`config.mk`:
```
export PLATFORM = sky130hd
export DESIGN_NAME = ambiente_robo
export DESIGN_NICKNAME = d
export VERILOG_FILES = /design/src/rtl/ambiente_robo.sv
export SDC_FILE = /design/constraint.sdc
export NUM_CORES = 1
export LEC_CHECK = 0
export BUFFER_PORTS_ARGS = -buffer_cell sky130_fd_sc_hd__clkbuf_2
export CORE_MARGIN = 1
export CORE_UTILIZATION = 55
export CTS_CLUSTER_DIAMETER = 80
export DETAILED_ROUTE_END_ITERATION = 7
export HOLD_SLACK_MARGIN = 0.03
export PLACE_DENSITY = 0.76
export SLEW_MARGIN = 40
export SYNTH_ARGS = -nofsm -noshare
export SYNTH_HDL_FRONTEND = slang
export SYNTH_SLANG_ARGS = --single-unit
```
`constraint.sdc`:
```
create_clock -name clock -period 4.1 [get_ports clock]
set_input_delay 0.615 -clock clock [delete_from_list [all_inputs] [get_ports clock]]
set_output_delay 0.615 -clock clock [all_outputs]
set_load 0.02 [all_outputs]
```
`src/rtl/ambiente_robo.sv`:
```
// Grid-world environment for the wall-following robot: turns avancar/girar/remover into pose,
// barrier-map updates and head/left/under/barrier sensors. Define AMBIENTE_TRACE_EN for an event trace.
module ambiente_robo #(
   parameter int                     MAP_W         = 8,
   parameter int                     MAP_H         = 8,
   parameter logic [MAP_W*MAP_H-1:0] WALL_MAP      = '0,
   parameter logic [MAP_W*MAP_H-1:0] BARRIER_MAP   = '0,
   parameter logic [MAP_W*MAP_H-1:0] HOLE_MAP      = '0,
   parameter int                     START_X       = 0,
   parameter int                     START_Y       = 0,
   parameter int                     START_DIR     = 0,
   parameter int                     REMOVE_CYCLES = 4
) (
   input  logic                       clock,
   input  logic                       reset,
   input  logic                       avancar,
   input  logic                       girar,
   input  logic                       remover,
   output logic                       head,
   output logic                       left,
   output logic                       under,
   output logic                       barrier,
   output logic [$clog2(MAP_W)-1:0]   pos_x,
   output logic [$clog2(MAP_H)-1:0]   pos_y,
   output logic [1:0]                 dir,
   output logic [7:0]                 removed_count,
   output logic                       collision,
   output logic                       cmd_error
);

   localparam int          XW      = $clog2(MAP_W);
   localparam int          YW      = $clog2(MAP_H);
   localparam int          N       = MAP_W * MAP_H;
   localparam int          IW      = $clog2(N);
   localparam logic [3:0]  RC_LAST = 4'(REMOVE_CYCLES - 1);

   logic [N-1:0]  bar_map;
   logic [3:0]    rm_cnt;
   int            cx, cy, ax, ay, lx, ly;
   logic [IW-1:0] ahead_idx;
   logic          multi;

   // Out-of-bounds cells return oob, which is how the grid edge reads as wall.
   function automatic logic cell_bit(input logic [N-1:0] m, input int x, input int y,
                                     input logic oob);
      logic r;
      if (x < 0 || x >= MAP_W || y < 0 || y >= MAP_H) r = oob;
      else                                              r = m[IW'(y * MAP_W + x)];
      return r;
   endfunction

   function automatic int step_x(input logic [1:0] d);
      int r;
      case (d)
         2'd1:    r = 1;
         2'd3:    r = -1;
         default: r = 0;
      endcase
      return r;
   endfunction

   function automatic int step_y(input logic [1:0] d);
      int r;
      case (d)
         2'd0:    r = -1;
         2'd2:    r = 1;
         default: r = 0;
      endcase
      return r;
   endfunction

   always_comb begin
      cx        = int'(pos_x);
      cy        = int'(pos_y);
      ax        = cx + step_x(dir);
      ay        = cy + step_y(dir);
      lx        = cx + step_x(dir - 2'd1);
      ly        = cy + step_y(dir - 2'd1);
      head      = cell_bit(WALL_MAP, ax, ay, 1'b1);
      left      = cell_bit(WALL_MAP, lx, ly, 1'b1);
      barrier   = cell_bit(bar_map, ax, ay, 1'b0);
      under     = cell_bit(HOLE_MAP, cx, cy, 1'b0);
      // Only consumed when barrier=1 or head=0, both of which imply the ahead cell is on-grid.
      ahead_idx = IW'(ay * MAP_W + ax);
      multi     = (avancar & girar) | (avancar & remover) | (girar & remover);
   end

   always_ff @(posedge clock) begin
      if (reset) begin
         pos_x         <= XW'(START_X);
         pos_y         <= YW'(START_Y);
         dir           <= 2'(START_DIR);
         bar_map       <= BARRIER_MAP;
         rm_cnt        <= '0;
         removed_count <= '0;
         collision     <= 1'b0;
         cmd_error     <= 1'b0;
      end else if (under) begin
         rm_cnt <= '0;
      end else begin
         rm_cnt <= '0;
         if (multi) begin
            cmd_error <= 1'b1;
         end else if (girar) begin
            dir <= dir + 2'd1;
         end else if (avancar) begin
            if (head | barrier) collision <= 1'b1;
            else begin
               pos_x <= XW'(ax);
               pos_y <= YW'(ay);
            end
         end else if (remover && barrier) begin
            if (rm_cnt == RC_LAST) begin
               bar_map[ahead_idx] <= 1'b0;
               if (removed_count != 8'hFF) removed_count <= removed_count + 8'd1;
            end else begin
               rm_cnt <= rm_cnt + 4'd1;
            end
         end
      end
   end

`ifdef AMBIENTE_TRACE_EN
   always @(posedge clock) begin
      if (!reset && !under) begin
         if (multi)
            $display("%0t amb (%0d,%0d) d%0d cmd_error", $time, pos_x, pos_y, dir);
         else if (girar)
            $display("%0t amb (%0d,%0d) d%0d turn", $time, pos_x, pos_y, dir);
         else if (avancar && (head | barrier))
            $display("%0t amb (%0d,%0d) d%0d move refused", $time, pos_x, pos_y, dir);
         else if (avancar)
            $display("%0t amb (%0d,%0d) d%0d move", $time, pos_x, pos_y, dir);
         else if (remover && barrier && rm_cnt == RC_LAST)
            $display("%0t amb (%0d,%0d) d%0d barrier cleared", $time, pos_x, pos_y, dir);
         else if (remover && barrier)
            $display("%0t amb (%0d,%0d) d%0d remove step %0d", $time, pos_x, pos_y, dir, rm_cnt);
      end
   end
`endif

endmodule

```
# [Word-level counts from Yosys, hierarchy flattened]
# Memory sizes are Yosys's and may differ from the RTL's.
# Index checks and enable logic that the tools add are counted.
[totals] register_bits=86 mem_bits_ro=192 in_bits=5 out_inout_bits=22 n_memories=3
[memory_table] memory="(name not given)" depth=64 width=1 rd=1 rd_clocked_by_memory_dff=0 write_ports=0 line="48" text="else r = m[IW'(y * MAP_W + x)];"
[memory_table] memory="(name not given)" depth=64 width=1 rd=1 rd_clocked_by_memory_dff=0 write_ports=0 line="48"
[memory_table] memory="(name not given)" depth=64 width=1 rd=1 rd_clocked_by_memory_dff=0 write_ports=0 line="48"
[op_classes] add_sub_neg=11 magnitude_cmp=13 n_eq_ne=8 muxes=18 n_bitwise=14 reduce_logical=17
[op_table] op="32-bit one-hot mux with 2 select lines" count=4
[op_table] op="4-bit by 32-bit adder with 32-bit output" count=4
[op_table] op="32-bit by 5-bit >= comparator with 1-bit output (second input constant)" count=4
[op_table] op="32-bit by 1-bit less-than comparator with 1-bit output (second input constant)" count=4
[op_table] op="64-bit bitwise AND" count=1
[op_table] op="64-bit NOT" count=1
[op_table] op="6-bit by 8-bit less-than comparator with 1-bit output (second input constant)" count=3
[op_table] op="6-bit adder" count=2
[op_table] op="1-bit two-way mux" count=12
[op_table] op="5-bit AND reduction" count=2
[op_table] op="8-bit by 1-bit adder with 8-bit output (second input constant)" count=1
[op_table] op="2-bit == test (second input constant)" count=4
[op_table] op="8-bit != test (second input constant)" count=1
[op_table] op="6-bit by 7-bit less-than comparator with 1-bit output (second input constant)" count=1
[op_table] op="7-bit AND reduction" count=1
[op_table] op="7-bit OR reduction" count=1
[op_table] op="6-bit by 3-bit adder with 6-bit output" count=1
[op_table] op="1-bit binary-select mux with 6-bit select" count=1
[op_table] op="1-bit demux with 6-bit select" count=1
[op_table] op="6-bit by 1-bit >= comparator with 1-bit output (second input constant)" count=1
[op_table] op="1-bit logical OR" count=6
[op_table] op="1-bit NOT" count=6
[op_table] op="6-bit AND reduction" count=1
[op_table] op="4-bit by 1-bit adder with 4-bit output (second input constant)" count=1
[op_table] op="10 further kinds" count=17

# [Depth between registers and ports, before layout]
# Gate-level depths: netlist of run 1.
[depth] depth_word=11 ltp_mapped=19 mapped_depth_nobuf=16

# [Worst setup path before layout of run 1]
# No wires, ideal clock.
[synth_path] path_kind="reg-to-reg" startpoint="reg dir[0]" endpoint="reg removed_count[2]" setup_time_ns=0.123 arrival_time_ns=4.471 required_ns=3.977 path_slack_ns=-0.494 path_stages_with_launch=15 synth_period_minus_slack_ns=4.594 cell_sequence="dfxtp_1 inv_1 ha_1 inv_1 fa_1 inv_1 fa_1 xnor2_1 xnor2_4 mux2i_1 mux2_2 a2bb2oi_2 a21oi_2 and2_1 mux2_1"
[synth_rtl] element="start, declared" line="25" text="output logic [1:0] dir,"
[synth_rtl] element="start signal, assigned" line="92" text="dir <= 2'(START_DIR);"
[synth_rtl] element="start signal, assigned" line="105" text="dir <= dir + 2'd1;"
[synth_rtl] element="end signal, assigned" line="115" text="if (removed_count != 8'hFF) removed_count <= removed_count + 8'd1;"
[synth_rtl] element="end, declared" line="26" text="output logic [7:0] removed_count,"

# [Worst setup path after layout of run 1]
[layout_path] startpoint="reg dir[0]" endpoint="out barrier"
[layout_via] elab_chain_len=8 elab_cells_between_ends=20
[layout_rtl] element="2-bit == test, or another cell as far along" line="54" text="case (d)"
[layout_rtl] element="32-bit one-hot mux with 2 select lines (on tied branches)" line="54, 64"
[layout_rtl] element="4-bit by 32-bit adder with 32-bit output (on tied branches)" line="75, 76"
[layout_rtl] element="6-bit adder, or another cell as far along" line="48"
[layout_rtl] element="1-bit binary-select mux with 6-bit select or 1-bit logical OR (tied branches)" line="48, 47"
[layout_rtl] element="1-bit two-way mux (implied by the code) or 1-bit logical OR (tied branches) (2 in a row)" line="48, 47"
[layout_rtl] element="1-bit two-way mux (*)" line="47" text="if (x < 0 || x >= MAP_W || y < 0 || y >= MAP_H) r = oob;"
[layout_rtl] element="end, declared" line="22" text="output logic barrier,"
# Every way passes the cells marked *; elsewhere a longest branch is shown, timed or not. The select of a mux whose other input is x is not followed.

==> run metrics, run 1 <==
status finished with violations; failing checks setup timing; Final Hold Viols 0; DP Wirelength 7730 microns; Worst-Margin Slew 650 ps; vias per cell 5.90; WL per Instance 16.7 microns; PwrDens 297 nW/um^2; post-route cell area 5810 sq um; Ports 27; Rel. slew slack 56.6%; dpl cells 652; final setup fails 1; final WL 11,300 microns; # hold bufs at CTS 0; die outline height 96.3 microns; total power 1.73 mW; Cell Chain, Critical Path ha_4 > buf_6 > o21ai_1 > a21oi_1 > ha_1 > inv_1 > ha_2 > fa_2 > xnor2_4 > xnor2_4 > buf_6 > mux2i_1 > mux2_2 > a2bb2oi_2 > a21oi_4 > clkbuf_8; most frequent cells in the layout dfxtp_1 (83), nand2_1 (79), a21oi_1 (76); P&R area growth vs syn 18.9%; Post-Syn Nets 580; WP buf/inv 4; highest-delay cell along the critical path fa_2; Int Pwr 1.34 mW; dominant synthesized flop cell dfxtp_1; commonest non-fill, non-tap cell in the layout dfxtp_1; setup TNS -86.2 ps; synth unique cells 58; register area share after synthesis 35.2%; multi-input logic area 3110 sq um; Post-Syn Instances 520; CTS tree done; Logic pwr share 6.8%; switching share of total power 22.2%; Worst Clk Skew 8.86 ps; critical path's top delay family adder cells; Initial DRC Count 238; routability-driven placement congestion ratio 0.824; GRT Total Usage 24.9%; hold slack 433 ps; Final Cycle Share 102%; Filler cells 646; Sequential Area 1730 sq um; antenna-violating nets left 0; Fmax 0.239 GHz; max-cap violation count 0; Final Net Count 626; Seq pwr share 48.5%; Hold/Removal Path Class reg -> reg; Async SR Flop Fraction 0%; TritonRoute pass-1 iters 5; total CTS buffers 9; row count 34; Crit Path Category reg -> out; vias in the first global route 3,657; # DRC 0; vias 4,000; RSZ-0062 raised after global routing yes; Finished Layout Cells 678; die area 9270 sq um; initial antenna violation count 0; DP Area 5290 sq um; Synth Warn # 0; final slew viol count 0; I/O Buffers 25; CP arrival 3570 ps; clk root buf clkbuf_8; Synth Cell Area 4890 sq um; clock insertion delay at the later pin of the skew report 370 ps; Slowest Stage Delay on Critical Path 410 ps; H-tree depth 3; Core ar. 8680 sq um; Clock Pin Slew Worst Setup and Hold Paths 90 ps; clk sink count 86; layout cells sized above 1 24.4%; syn_area_per_cell 9.40 sq um; CP required 3480 ps; Setup WS post-layout -86.2 ps; ant diodes 0; Crit. End Element output port; Startpoint Class flip-flop; Leakage 2.38 nW; global-route wire length before repair 17,400 microns; min cycle time layout 4190 ps; total net switching power 0.384 mW; number of flops mapped to enable cells by yosys 0; Worst Path Max Fanout 4; peak supply drop 0.231 mV; Clock Path Buffers 2; width of the chip 96.3 microns; grt ovf 0; largest net degree at the start of global routing 64; Starting Density 56.3%; clock power share 44.7%; flop and latch count out of synthesis 86
[registers in the layout (all words and copies together) (netlist names)]
name / count
collision: 1
pos_x: 3
cmd_error: 1
removed_count: 8
pos_y: 3
dir: 2
rm_cnt: 4
bar_map: 64
[cells by family after synthesis]
logic type / after synthesis / synth area share (%)
AO/OA/AOI/OAI: 105 / 12.7
XOR/XNOR: 11 / 3.05
adder cells (fa/ha/maj): 55 / 14.7
buffers and inverters: 48 / 4.89
flip-flops: 86 / 35.2
multiplexers: 34 / 11.2
other: 1 / 0.0767
AND/OR/NAND/NOR: 180 / 18.2
[what timing repair did]
action / 4_1_cts / 5_1_grt
gates resized for setup: 19 / 25
buffers inserted: 5 / 5
pin swaps: 5 / 4
endpoints found under the hold margin: 0 / 0
gates cloned: 1 / 0
setup endpoints to repair: 62 / 78
[routing by layer]
layer	wire length (microns)	part of all wire, %	vias to the layer above	GRT usage, %
li1	-	-	1909	-
met1	5000	44	1949	31.0
met2	5590	49	116	41.8
met3	520	4.6	26	6.00
met4	226	2.0	0	8.96
met5	0	0	-	0
[stage by stage]
| stage | util [%] | setup WS [ps] |
|---|---|---|
| 6_report | 67.0 | -86.2 |
| 5_1_grt | 67.0 | -241 |
| 4_1_cts | 65.5 | -101 |
| 3_5_place_dp | 60.9 | -82.6 |
| 3_3_place_gp | 60.9 | 39.3 |
| 2_1_floorplan | - | 22.4 |
[power groups by stage]
stage | Clock [mW] | Combinational [mW] | Sequential, mW
final | 0.773 | 0.118 | 0.839
after global routing | 0.816 | 0.131 | 0.839
after CTS | 0.779 | 0.113 | 0.838
after detailed placement | 0 | 0.106 | 0.858
after global placement | 0 | 0.101 | 0.858
after floorplan | 0 | 0.0766 | 0.861
[cell type report]
type | instances | area share (%)
well taps | 108 | 2.32
flip-flops and latches | 86 | 29.7
repair buffers | 64 | 8.80
clock buffers | 9 | 2.13
inverters | 18 | 1.23
multi-input cells | 387 | 53.5
clock inverters | 6 | 2.30
[synthesized netlist by cell type (2+ instances only)]
cell type,n,area (sq um)
nand3b_1,2,15.0
nand4_1,5,31.3
mux4_2,16,360
a21oi_2,2,17.5
and3_1,4,25.0
inv_1,18,67.6
and3b_1,2,17.5
nand2b_1,5,31.3
nor4bb_1,2,20.0
xnor2_1,4,35.0
xor2_1,3,26.3
nor2b_1,8,50.1
nor4b_1,2,17.5
and4b_1,2,20.0
a211oi_1,4,30.0
dfxtp_1,86,1720
mux2_1,5,56.3
fa_1,4,80.1
nor3b_1,2,15.0
a21oi_1,77,385
nand4b_1,4,35.0
and2_1,3,18.8
buf_6,4,45.0
buf_4,3,22.5
nand3_1,4,20.0
buf_2,14,70.1
nand2_1,80,300
nor3_1,5,25.0
ha_1,51,638
nor2_1,38,143
nor4_1,4,25.0
mux2i_1,12,120
o31ai_1,2,15.0
and4_1,4,35.0
o21ai_0,8,40.0
clkbuf_1,9,33.8
[path summary, 6_finish.rpt]
| kind | from | to | slack [ps] | depth (start not counted) |
|---|---|---|---|---|
| worst max-delay path | dir[0]$_SDFFE_PP0P_ | barrier | -90 | 16 |
| worst min-delay path | bar_map[63]$_SDFFE_PP0P_ | bar_map[63]$_SDFFE_PP0P_ | 430 | 2 |
| worst max register to register | dir[0]$_SDFFE_PP0P_ | bar_map[61]$_SDFFE_PP0P_ | 40 | 19 |
| worst min register to register | bar_map[63]$_SDFFE_PP0P_ | bar_map[63]$_SDFFE_PP0P_ | 430 | 2 |
[worst min-delay path, delay by kind of cell, from the launching register on]
kind | cells | cell delay (ps)
AOI/OAI and AO/OA | 1 | 30
DFF | 1 | 310
and+or+nand+nor | 1 | 50
Note: power is estimated with default switching activity, not from simulation.
==> inputs of run 2 (changes only) <==
BUFFER_PORTS_ARGS = default   (was -buffer_cell sky130_fd_sc_hd__clkbuf_2)
DONT_BUFFER_PORTS = 1   (was default)
PLACE_DENSITY = 0.73   (was 0.76)
==> run 2 against run 1 <==
Compared with the run above:
- the flow still finishes with violations (setup timing)
- critical path depth fell by 1
- wire length rose by 5.6%
- total power fell by 9.9%
- clock skew rose by 1.2 ps
- hold slack got worse by 130 ps
- die area did not move
- clock power fell by 21%
- non-clock buffer count fell by 13
- worst setup slack got worse by 140 ps
- sequential share of layout area fell by 0.73 points
- first-iteration DRC count fell by 4.6%
- utilization rose by 1.7 points
- largest cell class unchanged
- highest routed layer unchanged
==> run metrics, run 2 (same netlist as run 1, synthesis figures left out) <==
post-route cell area 5960 sq um; commonest non-fill, non-tap cell in the layout dfxtp_1; die area 9270 sq um; Crit. End Element output port; routability-driven placement congestion ratio 0.793; CTS tree done; status finished with violations; final WL 12,000 microns; Setup WS post-layout -229 ps; PwrDens 261 nW/um^2; WL per Instance 18.0 microns; largest net degree at the start of global routing 64; Clock Path Buffers 2; highest-delay cell along the critical path fa_1; vias in the first global route 3,588; final setup fails 63; vias per cell 5.99; Worst Clk Skew 10.1 ps; die outline height 96.3 microns; Sequential Area 1730 sq um; Leakage 2.30 nW; most frequent cells in the layout dfxtp_1 (82), nand2_1 (79), a21oi_2 (55); clk root buf clkbuf_8; number of flip-flops in the largest register 64; hold slack 302 ps; DP Area 5170 sq um; Slowest Stage Delay on Critical Path 510 ps; grt ovf 0; P&R area growth vs syn 22.0%; # DRC 0; largest reg by FF count bar_map; antenna-violating nets left 0; Fmax 0.231 GHz; max-cap violation count 0; Worst-Margin Slew 917 ps; total power 1.56 mW; Top Registers bar_map: 64 flops, removed_count: 8 flops, rm_cnt: 4 flops; final slew viol count 0; # hold bufs at CTS 0; H-tree depth 3; Initial DRC Count 227; multi-input logic area 3360 sq um; Ports 27; Starting Density 56.3%; clk sink count 86; Rel. slew slack 38.6%; Final Hold Viols 0; Filler cells 594; I/O Buffers 0; failing checks setup timing; dpl cells 635; CP arrival 3710 ps; peak supply drop 0.224 mV; vias 3,983; total CTS buffers 9; min cycle time layout 4330 ps; DP Wirelength 7540 microns; Final Net Count 613; Clock Pin Slew Worst Setup and Hold Paths 90 ps; width of the chip 96.3 microns; Startpoint Class flip-flop; ant diodes 0; GRT Total Usage 24.0%; global-route wire length before repair 16,900 microns; Cell Chain, Critical Path buf_4 > inv_4 > ha_4 > inv_1 > fa_1 > inv_1 > fa_2 > xnor2_4 > buf_6 > xnor2_4 > buf_4 > mux2i_1 > mux2i_1 > a2bb2oi_4 > a21oi_4; Crit Path Category reg -> out; Hold/Removal Path Class in -> reg; TritonRoute pass-1 iters 4; RSZ-0062 raised after global routing yes; CP required 3480 ps; layout cells sized above 1 32.7%; Final Cycle Share 106%; Core ar. 8680 sq um; initial antenna violation count 0; row count 34; Worst Path Max Fanout 6; Finished Layout Cells 665; clock insertion delay at the later pin of the skew report 370 ps
==> run 2: metal layers <==
layer / global-route usage (%) / wire (microns) / vias to the layer above
li1: - / - / 1897
met1: 29.8 / 4990 / 1933
met2: 41.2 / 5840 / 112
met3: 5.61 / 665 / 41
met4: 6.72 / 483 / 0
met5: 0 / 0 / -
==> run 2: final timing paths <==
path	startpoint	endpoint	slack (ps)	cells past startpoint
max	dir[0]$_SDFFE_PP0P_	barrier	-230	15
min reg2reg	bar_map[55]$_SDFFE_PP0P_	bar_map[55]$_SDFFE_PP0P_	440	2
min	reset	dir[1]$_SDFFE_PP0P_	300	1
max reg2reg	dir[0]$_SDFFE_PP0P_	bar_map[5]$_SDFFE_PP0P_	-130	20
==> run 2: cell type report <==
cell class / count / area share, %
flip-flops and latches: 86 / 29.0
repair buffers: 51 / 8.01
clock inverters: 5 / 0.986
clock buffers: 10 / 2.31
multi-input cells: 387 / 56.3
well taps: 108 / 2.27
inverters: 18 / 1.17
==> run 2: stage by stage <==
stage                     utilization (%)  setup TNS, ps  worst slack (ps)
after floorplan                         -              0              22.4
after global placement               59.6              0              68.4
after detailed placement             59.6           -704             -87.5
after CTS                            64.1          -90.7             -90.7
after global routing                 68.7         -12880              -340
final                                68.7          -3870              -229
==> run 2: where the power goes <==
| group | switching (mW) | internal [mW] | total, mW |
|---|---|---|---|
| registers | 0.00448 | 0.836 | 0.841 |
| logic | 0.0659 | 0.0451 | 0.111 |
| clock network | 0.311 | 0.296 | 0.607 |
==> run 2: timing repair <==
item	CTS	global route
cloned	1	0
pin swaps	12	10
endpoints found under the setup margin	59	78
setup buffers	9	6
gates resized for setup	28	89
==> run 2: worst max-delay path: cells and delay by family (launching register included) <==
family                   cells  cell delay, ps
multiplexers                 2             460
AO/OA/AOI/OAI                2             370
XOR/XNOR                     2             360
adder cells (fa/ha/maj)      3            1030
flip-flops                   1             390
buffers and inverters        6             720
==> inputs of run 3 (changes only) <==
--- a/constraint.sdc
+++ b/constraint.sdc
@@ -3,2 +3,2 @@
 set_output_delay 0.615 -clock clock [all_outputs]
-set_load 0.02 [all_outputs]
+set_load 0.1 [all_outputs]
==> run 3 against run 2 <==
Compared with the run above:
- the flow still finishes with violations (setup timing)
- sequential power rose by 0.7%
- critical path depth fell by 1
- first-iteration DRC count rose by 19%
- wire length fell by 7.6%
- flip-flop and latch count did not move
- critical path type unchanged
==> run metrics, run 3 (same netlist as run 1, synthesis figures left out) <==
Rel. slew slack 48.7%; antenna-violating nets left 0; peak supply drop 0.233 mV; final WL 11,100 microns; # DRC 0; CTS tree done; WL per Instance 16.6 microns; largest net degree at the start of global routing 64; min cycle time layout 4210 ps; commonest non-fill, non-tap cell in the layout nand2_1; DP Wirelength 7820 microns; vias per cell 5.83; status finished with violations; Final Hold Viols 0; final setup fails 1; Worst-Margin Slew 765 ps; Crit. End Element output port; die area 9270 sq um; Initial DRC Count 271; Crit Path Category reg -> out; Starting Density 56.3%; # hold bufs at CTS 0; failing checks setup timing; Most Crowded Layer GR met2; post-route cell area 5850 sq um; Core ar. 8680 sq um; grt ovf 0; GR Util met2 41.8%; Worst Path Max Fanout 8; global-route wire length before repair 17,200 microns; CP required 3480 ps; Worst Clk Skew 9.75 ps; number of flip-flops in the largest register 64; Fmax 0.238 GHz; Startpoint Class flip-flop; Final Net Count 615; Final Cycle Share 103%; width of the chip 96.3 microns; TritonRoute pass-1 iters 4; Hold/Removal Path Class in -> reg; clock insertion delay at the later pin of the skew report 360 ps; P&R area growth vs syn 19.7%; GRT Total Usage 24.5%; Leakage 2.35 nW; clk root buf clkbuf_8; final slew viol count 0; vias in the first global route 3,613; Top Registers bar_map: 64 flops, removed_count: 8 flops, rm_cnt: 4 flops; Setup WS post-layout -108 ps; total CTS buffers 9; H-tree depth 3; DP Area 5300 sq um; met1 usage 31.0%; GR Layer Usage met3 5.53%; Ports 27; layout cells sized above 1 29.5%; total power 1.60 mW; vias 3,894; initial antenna violation count 0; largest reg by FF count bar_map; CP arrival 3590 ps; ant diodes 0; routability-driven placement congestion ratio 0.808; max-cap violation count 0; PwrDens 274 nW/um^2; clk sink count 86; Clock Pin Slew Worst Setup and Hold Paths 80 ps; RSZ-0062 raised after global routing yes; row count 34; most frequent cells in the layout nand2_1 (78), dfxtp_1 (73), a21oi_1 (57); Clock Path Buffers 2; die outline height 96.3 microns; I/O Buffers 0
[run 3: changes by cell type in the layout (fill, tap and decap cells not counted), sizes merged]
cell      before  now
clkbuf        10   12
xnor2          7    6
clkinv         1    2
buf           51   54
clkinvlp       2    0
[run 3: final cells by class]
type | count | area, sq um
tap | 108 | 135
clock inverter | 4 | 52.6
timing repair buffer | 54 | 487
multi-input combinational | 386 | 3190
clock buffer | 12 | 165
fill | 667 | 2830
inverter | 18 | 70.1
sequential | 86 | 1750
[run 3: path summary, 6_finish.rpt]
path / end / depth (start not counted) / slack, ps / startpoint
worst max-delay path: barrier / 14 / -110 / dir[0]$_SDFFE_PP0P_
worst min-delay path: pos_y[0]$_SDFFE_PP0P_ / 1 / 310 / reset
worst min register to register: bar_map[32]$_SDFFE_PP0P_ / 2 / 430 / bar_map[32]$_SDFFE_PP0P_
worst max register to register: bar_map[31]$_SDFFE_PP0P_ / 19 / 100 / dir[0]$_SDFFE_PP0P_
[run 3: layer usage]
metal  vias up  part of all wire [%]
met4         0                   1.1
met3        12                   5.9
met5         -                     0
met2        97                    50
li1       1893                     -
met1      1892                    43
[run 3: power breakdown]
part	total [mW]	internal (mW)	switching [mW]	leakage, nW
clock	0.641	0.334	0.307	0.113
sequential	0.847	0.834	0.0130	0.701
combinational	0.113	0.0421	0.0709	1.54
[run 3: repair_timing]
action                     4_1_cts  5_1_grt
pin swaps                        6       12
buffers inserted                 7        6
setup endpoints to repair       33       81
resized for setup               14       48
[run 3: stage by stage]
stage                     setup TNS (ps)  std cells  setup WS [ps]  util, %  hold slack, ps
after floorplan                   -29930        520           -927        -             409
after global routing               -1390        668           -263     67.4             294
after CTS                           -208        664           -103     65.0             296
after detailed placement            -707        641          -72.1     61.1             420
final                               -108        668           -108     67.4             307
after global placement                 0        641           25.0     61.0             415
[run 3: critical path, cell delays in order, from the launching register on]
cell	delay (ps)
dfxtp_4	420
ha_4	160
xor2_1	170
ha_2	230
o31ai_4	70
ha_1	290
inv_2	50
fa_2	390
xnor2_4	160
xnor2_4	320
mux2i_1	280
nor3_2	90
o31ai_4	320
a21oi_4	100
buf_12	170
